## config.mk

```make
export PLATFORM = sky130hd
export DESIGN_NAME = binconv_stream_engine
export DESIGN_NICKNAME = d
export VERILOG_FILES = /design/src/rtl/binconv_stream_engine.sv
export SDC_FILE = /design/constraint.sdc
export NUM_CORES = 2
export LEC_CHECK = 0
export ABC_CLOCK_PERIOD_IN_PS = 21100
export CAP_MARGIN = 30
export CORE_MARGIN = 1
export CORE_UTILIZATION = 45
export CTS_CLUSTER_DIAMETER = 200
export DETAILED_ROUTE_END_ITERATION = 16
export GPL_ROUTABILITY_DRIVEN = 0
export PLACE_DENSITY_LB_ADDON = 0.05
export SYNTH_ARGS = -nofsm -noshare
export SYNTH_HDL_FRONTEND = slang
export SYNTH_SLANG_ARGS = --single-unit
```

## constraint.sdc

```tcl
create_clock -name clk -period 21.1 [get_ports clk]
set_input_delay 6.33 -clock clk [delete_from_list [all_inputs] [get_ports clk]]
set_output_delay 6.33 -clock clk [all_outputs]
set_load 0.02 [all_outputs]
```

## src/rtl/binconv_stream_engine.sv

```systemverilog
// Streams N_OUT signed weighted sums of a binary pixel window, one channel per handshake.
// Define BINCONV_SATURATE_EN to clamp (instead of wrap) sums that exceed a narrow ACC_WIDTH.
module binconv_stream_engine #(
    parameter int N_IN      = 9,
    parameter int N_OUT     = 9,
    parameter int W_WIDTH   = 8,
    parameter int ACC_WIDTH = 20,
    localparam int ROW_W    = (N_OUT > 1) ? $clog2(N_OUT) : 1,
    localparam int COL_W    = (N_IN > 1) ? $clog2(N_IN) : 1
) (
    input  logic                        clk,
    input  logic                        rst,
    input  logic                        w_we,
    input  logic [ROW_W-1:0]            w_row,
    input  logic [COL_W-1:0]            w_col,
    input  logic signed [W_WIDTH-1:0]   w_data,
    output logic                        w_drop,
    input  logic                        in_valid,
    output logic                        in_ready,
    input  logic [N_IN-1:0]             in_x,
    input  logic                        in_mode,
    output logic                        out_valid,
    input  logic                        out_ready,
    output logic signed [ACC_WIDTH-1:0] out_data,
    output logic [ROW_W-1:0]            out_idx,
    output logic                        out_last,
    output logic                        busy
);

    localparam int IW = W_WIDTH + $clog2(N_IN) + 1;
    localparam logic [ROW_W-1:0] LAST = ROW_W'(N_OUT - 1);

    typedef enum logic {
        IDLE,
        RUN
    } state_t;

    state_t state_q, state_d;

    logic [ROW_W-1:0]            ch_q, ch_d, sel_ch;
    logic [N_IN-1:0]             x_q, x_d, sel_x;
    logic                        mode_q, mode_d, sel_mode;
    logic signed [ACC_WIDTH-1:0] data_q, data_d, red;
    logic                        load;
    logic                        wr_en;
    logic                        w_in_range;
    logic                        w_drop_q, w_drop_d;
    logic signed [W_WIDTH-1:0]   w_q [N_OUT][N_IN];
    logic signed [IW-1:0]        sum;
    logic signed [IW-1:0]        wext;

    // Frame sequencing; the result for the next channel is computed
    // combinationally and captured on the same edge that advances ch.
    always_comb begin
        state_d  = state_q;
        ch_d     = ch_q;
        x_d      = x_q;
        mode_d   = mode_q;
        load     = 1'b0;
        sel_ch   = ch_q;
        sel_x    = x_q;
        sel_mode = mode_q;
        unique case (state_q)
            IDLE: begin
                if (in_valid) begin
                    state_d  = RUN;
                    ch_d     = '0;
                    x_d      = in_x;
                    mode_d   = in_mode;
                    sel_ch   = '0;
                    sel_x    = in_x;
                    sel_mode = in_mode;
                    load     = 1'b1;
                end
            end
            RUN: begin
                if (out_ready) begin
                    if (ch_q == LAST) begin
                        state_d = IDLE;
                    end else begin
                        ch_d   = ch_q + 1'b1;
                        sel_ch = ch_q + 1'b1;
                        load   = 1'b1;
                    end
                end
            end
            default: state_d = IDLE;
        endcase
    end

    always_comb begin
        sum  = '0;
        wext = '0;
        for (int c = 0; c < N_IN; c++) begin
            wext = IW'(w_q[sel_ch][c]);
            if (sel_x[c]) begin
                sum = sum + wext;
            end else if (sel_mode) begin
                sum = sum - wext;
            end
        end
    end

    generate
        if (ACC_WIDTH >= IW) begin : g_ext
            assign red = ACC_WIDTH'(sum);
        end else begin : g_narrow
`ifdef BINCONV_SATURATE_EN
            localparam logic signed [IW-1:0] HI =
                {{(IW - ACC_WIDTH + 1){1'b0}}, {(ACC_WIDTH - 1){1'b1}}};
            localparam logic signed [IW-1:0] LO =
                {{(IW - ACC_WIDTH + 1){1'b1}}, {(ACC_WIDTH - 1){1'b0}}};
            always_comb begin
                if (sum > HI) begin
                    red = {1'b0, {(ACC_WIDTH - 1){1'b1}}};
                end else if (sum < LO) begin
                    red = {1'b1, {(ACC_WIDTH - 1){1'b0}}};
                end else begin
                    red = sum[ACC_WIDTH-1:0];
                end
            end
`else
            assign red = sum[ACC_WIDTH-1:0];
`endif
        end
    endgenerate

    assign data_d = load ? red : data_q;

    // Weight port only writes while idle and no window is being accepted.
    assign w_in_range = (int'(w_row) < N_OUT) && (int'(w_col) < N_IN);

    always_comb begin
        wr_en    = 1'b0;
        w_drop_d = 1'b0;
        if (w_we) begin
            if (state_q == IDLE && !in_valid && w_in_range) begin
                wr_en = 1'b1;
            end else begin
                w_drop_d = 1'b1;
            end
        end
    end

    always_ff @(posedge clk) begin
        if (rst) begin
            state_q  <= IDLE;
            ch_q     <= '0;
            x_q      <= '0;
            mode_q   <= 1'b0;
            data_q   <= '0;
            w_drop_q <= 1'b0;
            for (int r = 0; r < N_OUT; r++) begin
                for (int c = 0; c < N_IN; c++) begin
                    w_q[r][c] <= '0;
                end
            end
        end else begin
            state_q  <= state_d;
            ch_q     <= ch_d;
            x_q      <= x_d;
            mode_q   <= mode_d;
            data_q   <= data_d;
            w_drop_q <= w_drop_d;
            if (wr_en) begin
                w_q[w_row][w_col] <= w_data;
            end
        end
    end

    assign in_ready  = (state_q == IDLE);
    assign out_valid = (state_q == RUN);
    assign busy      = (state_q == RUN);
    assign out_data  = data_q;
    assign out_idx   = ch_q;
    assign out_last  = (state_q == RUN) && (ch_q == LAST);
    assign w_drop    = w_drop_q;

endmodule

```

[Word level (Yosys, flattened, before mapping)]
Memories as Yosys holds them, arrays and structs flattened.
Index checks and enable logic that the tools add are counted.
Widths: inputs -> output; s select.
Word-level totals
  bits in registers: 29
  bits in latches: 0
  RAM bits: 648
  ROM bits: 0
  bits of input ports: 31
  output and inout bits: 29
  logic and storage cells: 86
  memories kept: 1
Cells by class
  add/sub/neg operators: 18
  $mul: 0
  divide/modulo/power cells: 0
  order comparisons: 4
  equal/unequal tests: 1
  shifts and indexed selects: 0
  multiplexer cells: 45
  bitwise logic cells: 3
  reductions and logical operators: 8
Memories
  w_q: depth 9, width 72, read ports 1, clocked after Yosys merged registers in 0, write ports 9, line 48  | logic signed [W_WIDTH-1:0] w_q [N_OUT][N_IN];
Operator list (count)
  $mux 13: 18
  $mux 72: 3
  $add 13x8->13: 8
  $sub 13x8->13: 8
  $reduce_or 72->1: 1
  $demux 8 s4: 1
  $mux 9: 2
  $mux 4: 4
  $mux 1: 13
  $sub 1x8->9 const A: 1
  $lt 4x4->1 const B: 2
  $mux 8: 1
  $pmux 4 s2: 1
  $ge 5x5->1 const B: 1
  $logic_and 1x1->1: 5
  $lt 5x1->1 const B: 1
  $not 4->5: 1
  $add 4x1->4 const B: 1
  $eq 4x4->1 const B: 1
  $pmux 1 s2: 2
  $not 1->1: 2
  $reduce_or 2->1: 1
  $logic_not 1->1: 1

[Logic depth before layout (Yosys ltp)]
An unclocked memory read counts as a cell.
  depth after elaboration: 32
  depth in mapped cells: 84
  mapped depth without buffers: 75

[Least setup slack after synthesis]
Ideal clock, no wire load.
  path kind: input -> register
  start point: input in_valid
  end point: register out_data[12] (netlist name)
  setup time: 0.079 ns
  arrival time: 20.833 ns
  path slack: 0.188 ns
  stages: 76
  cells stage by stage: nor2b_2 -> buf_6 -> a211o_4 -> nand2_2 -> buf_6 -> buf_6 -> buf_6 -> buf_4 -> buf_4 -> buf_2 -> clkbuf_1 -> clkbuf_1 -> buf_1 -> nand3_1 -> nand3_1 -> a31oi_1 -> ha_1 -> fa_1 -> [40 not listed] -> ha_1 -> buf_1 -> nor3_1 -> a2111oi_0 -> o22ai_1 -> o21ai_0 -> nand2_1 -> a21oi_1 -> ha_1 -> inv_1 -> nor3_1 -> a221oi_1 -> xnor2_1 -> o22ai_1 -> xor2_1 -> xnor3_1 -> xnor3_1 -> a211oi_2
Between the ends
  cells in the longest elaborated chain, start to end: 30
Ends and longest elaborated chain
  start, declared: line 18  | input logic in_valid,
  $mux 4: line 65  | if (in_valid) begin
  $pmux 4 s2: line 63  | unique case (state_q)
  $mem_v2 9x72
  $sub 1x8->9: line 99  | sum = sum - wext;
  $mux 13: line 98  | end else if (sel_mode) begin
  $mux 13: line 96  | if (sel_x[c]) begin
  $sub 13x8->13: line 99
  $mux 13: line 98
  [14 not listed]
  $mux 13: line 98
  $mux 13: line 96
  $sub 13x8->13: line 99
  $mux 13: line 98
  $mux 13: line 96
  $sub 13x8->13: line 99
  $mux 13: line 98
  $mux 13: line 96
Several ways; a longest one is shown, not always the timed one.
A chain may end at the register's enable or synchronous reset.

[Worst setup path after layout]
  start point: input out_ready
  end point: register out_data[12] (netlist name)
Between the ends
  cells in the longest elaborated chain, start to end: 30
Ends and longest elaborated chain
  start, declared: line 23  | input logic out_ready,
  $mux 4
  $pmux 4 s2: line 63
  $mem_v2 9x72
  $sub 1x8->9: line 99
  $mux 13: line 98
  $mux 13: line 96
  $sub 13x8->13: line 99
  $mux 13: line 98
  [14 not listed]
  $mux 13: line 98
  $mux 13: line 96
  $sub 13x8->13: line 99
  $mux 13: line 98
  $mux 13: line 96
  $sub 13x8->13: line 99
  $mux 13: line 98
  $mux 13: line 96
Several ways; a longest one is shown, not always the timed one.

==> results.cfg <==
[outcome]
outcome = completed

[hold_path]
holdPathStages = 2
min_path_type = register to register

[cells_and_area]
area_delta_synth_final_pct = 16.9
nFillCells = 12100
seq_area_um2 = 35200
drive_gt1_frac = 0.0922
instances_no_fill = 8297
layout.nets = 6669
multi_input_area_um2 = 24600
stdcell_area_um2 = 70000

[logic_synthesis]
synth_edf_count = 1152
synth_area_per_cell_um2 = 10.3
synth_top_cells_by_area = edfxtp_1 (58%), nand2_1 (8.5%), nor2_1 (4.8%)
synth_seq_area_share = 0.588
synth_cell_types = 91
synth_async_sr_flop_share = 0
synth-main-ff-cell = edfxtp_1
ys_ff_latch = 1181
syn_inst = 5802
yosys.area.top_type = edfxtp_1
syn_area_um2 = 59900
netlist.area_leader.share = 0.578
yosys_warnings = 0

[power]
leakage_nw = 26.9
powerDensity_nw_per_um2 = 121
totalPowerFinal_mw = 8.47
peakVddDrop_v = 0.000103

[floorplan]
die_w_um = 367
rows = 133
core_area_um2 = 132000
die_h_um = 367
dieArea_um2 = 135000
start_util = 0.454
io-pin-count = 60

[global_routing]
grt_overflow = 0
antenna_found_initial = 3
track_usage = 0.273
grt_max_degree = 130
grt_pass1_vias = 44100
grt_pass1_wl_um = 278000

[sta]
fin_ws_ns = 0.937
min_period_ns = 20.16
worst_slew_pin_slew_ns = 1.04
fmax_ghz = 0.0496
skew_ns = 0.0376
rsz0062_at_grt = false
finalSetupViolCount = 0
fin_crit_sh = 0.956
final-hold-violation-count = 0
relSlewSlack = 0.306
drv_slew = 0

[run]
max_cap_violations = 0

[clock_tree]
clock_tree.buffer_depth = 3
cts_hold_buffers = 0
cts_resized = 0
insertion_delay_ns = 0.76
clk_pin_slew_ns = 0.05
htreeDepth = 4
cts-root-buf = clkbuf_16
cts_sinks = 1181
cts_tree = yes
cts_inserted_buffers = 134
cts_setup_buffers = 0

[placed_design]
placed_cells_incl_taps = 8047
placed_area_um2 = 65600
numPortBuffers = 59
hpwl_um = 120000
dp_worst_setup_slack_ns = -0.299

[setup_path]
cp.arrival_ns = 20.84
path_max_fanout = 46
cpPeakStageDelay_ns = 0.57
ff2ff_path_depth = 72
worstSetupStartpointType = input port
worst-setup-path-type = input port to register
worstPathRequired_ns = 21.77
worst_path_max_delay_cell = fa_1
cp-end-kind = register
rrSetupSlack_ns = 6.27

[routing]
drc = 0
routed_wl_um = 186000
antenna_left = 0
first_iter_violations = 4447
vias = 46500
avgRoutedWirePerCell_um = 22.4
drt-vias-per-instance = 5.60
dr.pass1.iters = 6
## cell type report
cell class / count / share of cell area
clock buffers: 168 / 0.0501
inverters: 165 / 0.00887
repair buffers: 378 / 0.0451
well taps: 1755 / 0.0314
diodes: 4 / 0.000143
multi-input cells: 4573 / 0.352
clock inverters: 73 / 0.00998
flip-flops and latches: 1181 / 0.503
## Yosys cell counts, types with 15 or more instances
master	number
nand2_1	1359
edfxtp_1	1152
nor2_1	770
nand3_1	325
clkbuf_1	274
a21oi_1	214
a311oi_1	196
ha_1	189
inv_1	164
and3_1	147
o21ai_0	89
a31oi_1	84
buf_1	60
o21bai_1	56
a211oi_1	53
a21o_1	41
xnor2_1	40
nor3_1	39
o22ai_1	36
dfxtp_1	29
mux2i_1	29
buf_2	28
a221oi_1	26
o211ai_1	24
nor2b_1	22
a221o_1	20
nand2b_1	19
fa_1	16
o22a_1	16
mux2_2	15
o21a_1	15
## cell usage in the layout (no fill, tap or decap), types with 27 or more instances in the layout
cell	synthesis	layout
buf_4	14	304
a31oi_1	84	82
nor2_1	770	766
ha_1	189	187
dfxtp_1	29	29
nand3_1	325	324
mux2i_1	29	27
edfxtp_1	1152	1152
clkbuf_1	274	33
o21bai_1	56	56
o22ai_1	36	35
a21oi_1	214	211
a311oi_1	196	193
clkinv_1	0	34
and3_1	147	147
conb_1	1	504
clkdlybuf4s50_1	0	58
inv_1	164	155
clkbuf_16	0	135
o21ai_0	89	84
nand2_1	1359	1350
nor3_1	39	37
a21o_1	41	41
a211oi_1	53	53
xnor2_1	40	39
## layer usage
layer / track usage / wire length (um)
met5: 0 / 13
met3: 0.0380 / 12200
met1: 0.384 / 81300
met2: 0.441 / 87600
met4: 0.0743 / 4420
## path summary, 6_finish.rpt
check	start	endpoint
worst max-delay path	out_ready	out_data[12]
worst min-delay path	out_data[11]	out_data[11]
worst max register to register	out_idx[0]	out_data[12]
worst min register to register	out_data[11]	out_data[11]
## flip-flops by register name, indices dropped and copies added (netlist names)
name	count
w_q	1152
out_data	13
x_q	9
out_idx	4
busy	1
mode_q	1
w_drop	1
## worst max-delay path: cells and delay by family
family,cells,cell delay [ns]
buffers and inverters,11,1.92
adder cells (fa/ha/maj),9,3.21
XOR/XNOR,5,1.06
AND/OR/NAND/NOR,11,1.89
AO/OA/AOI/OAI,31,6.39
## logic make-up (layout without fill, tap and decap cells)
family | Yosys count | count (layout) | share of synthesized area
buf+inv | 551 | 784 | 0.0373
mux | 44 | 44 | 0.00767
fa+ha+maj | 205 | 205 | 0.0448
compound gates | 1015 | 1015 | 0.122
xor+xnor | 57 | 57 | 0.00892
simple gates | 2748 | 2748 | 0.192
other cells | 1 | 508 | 0.0000626
flops | 1181 | 1181 | 0.588
## report_power, final
part           leakage (nW)  switching (mW)  internal, mW  total (mW)
combinational          12.7            1.93          1.60        3.53
sequential             12.2          0.0301          2.66        2.69
clock                  2.02           0.982          1.27        2.25
## stage by stage
stage | TNS [ns] | utilization | hold slack, ns
after floorplan | 0 | - | 0.565
after global placement | -0.261 | 0.497 | 0.496
after detailed placement | -0.299 | 0.498 | 0.508
after CTS | 0 | 0.529 | 0.516
after global routing | 0 | 0.531 | 0.532
final | 0 | 0.531 | 0.510
Power figures use the tool's default switching activity.
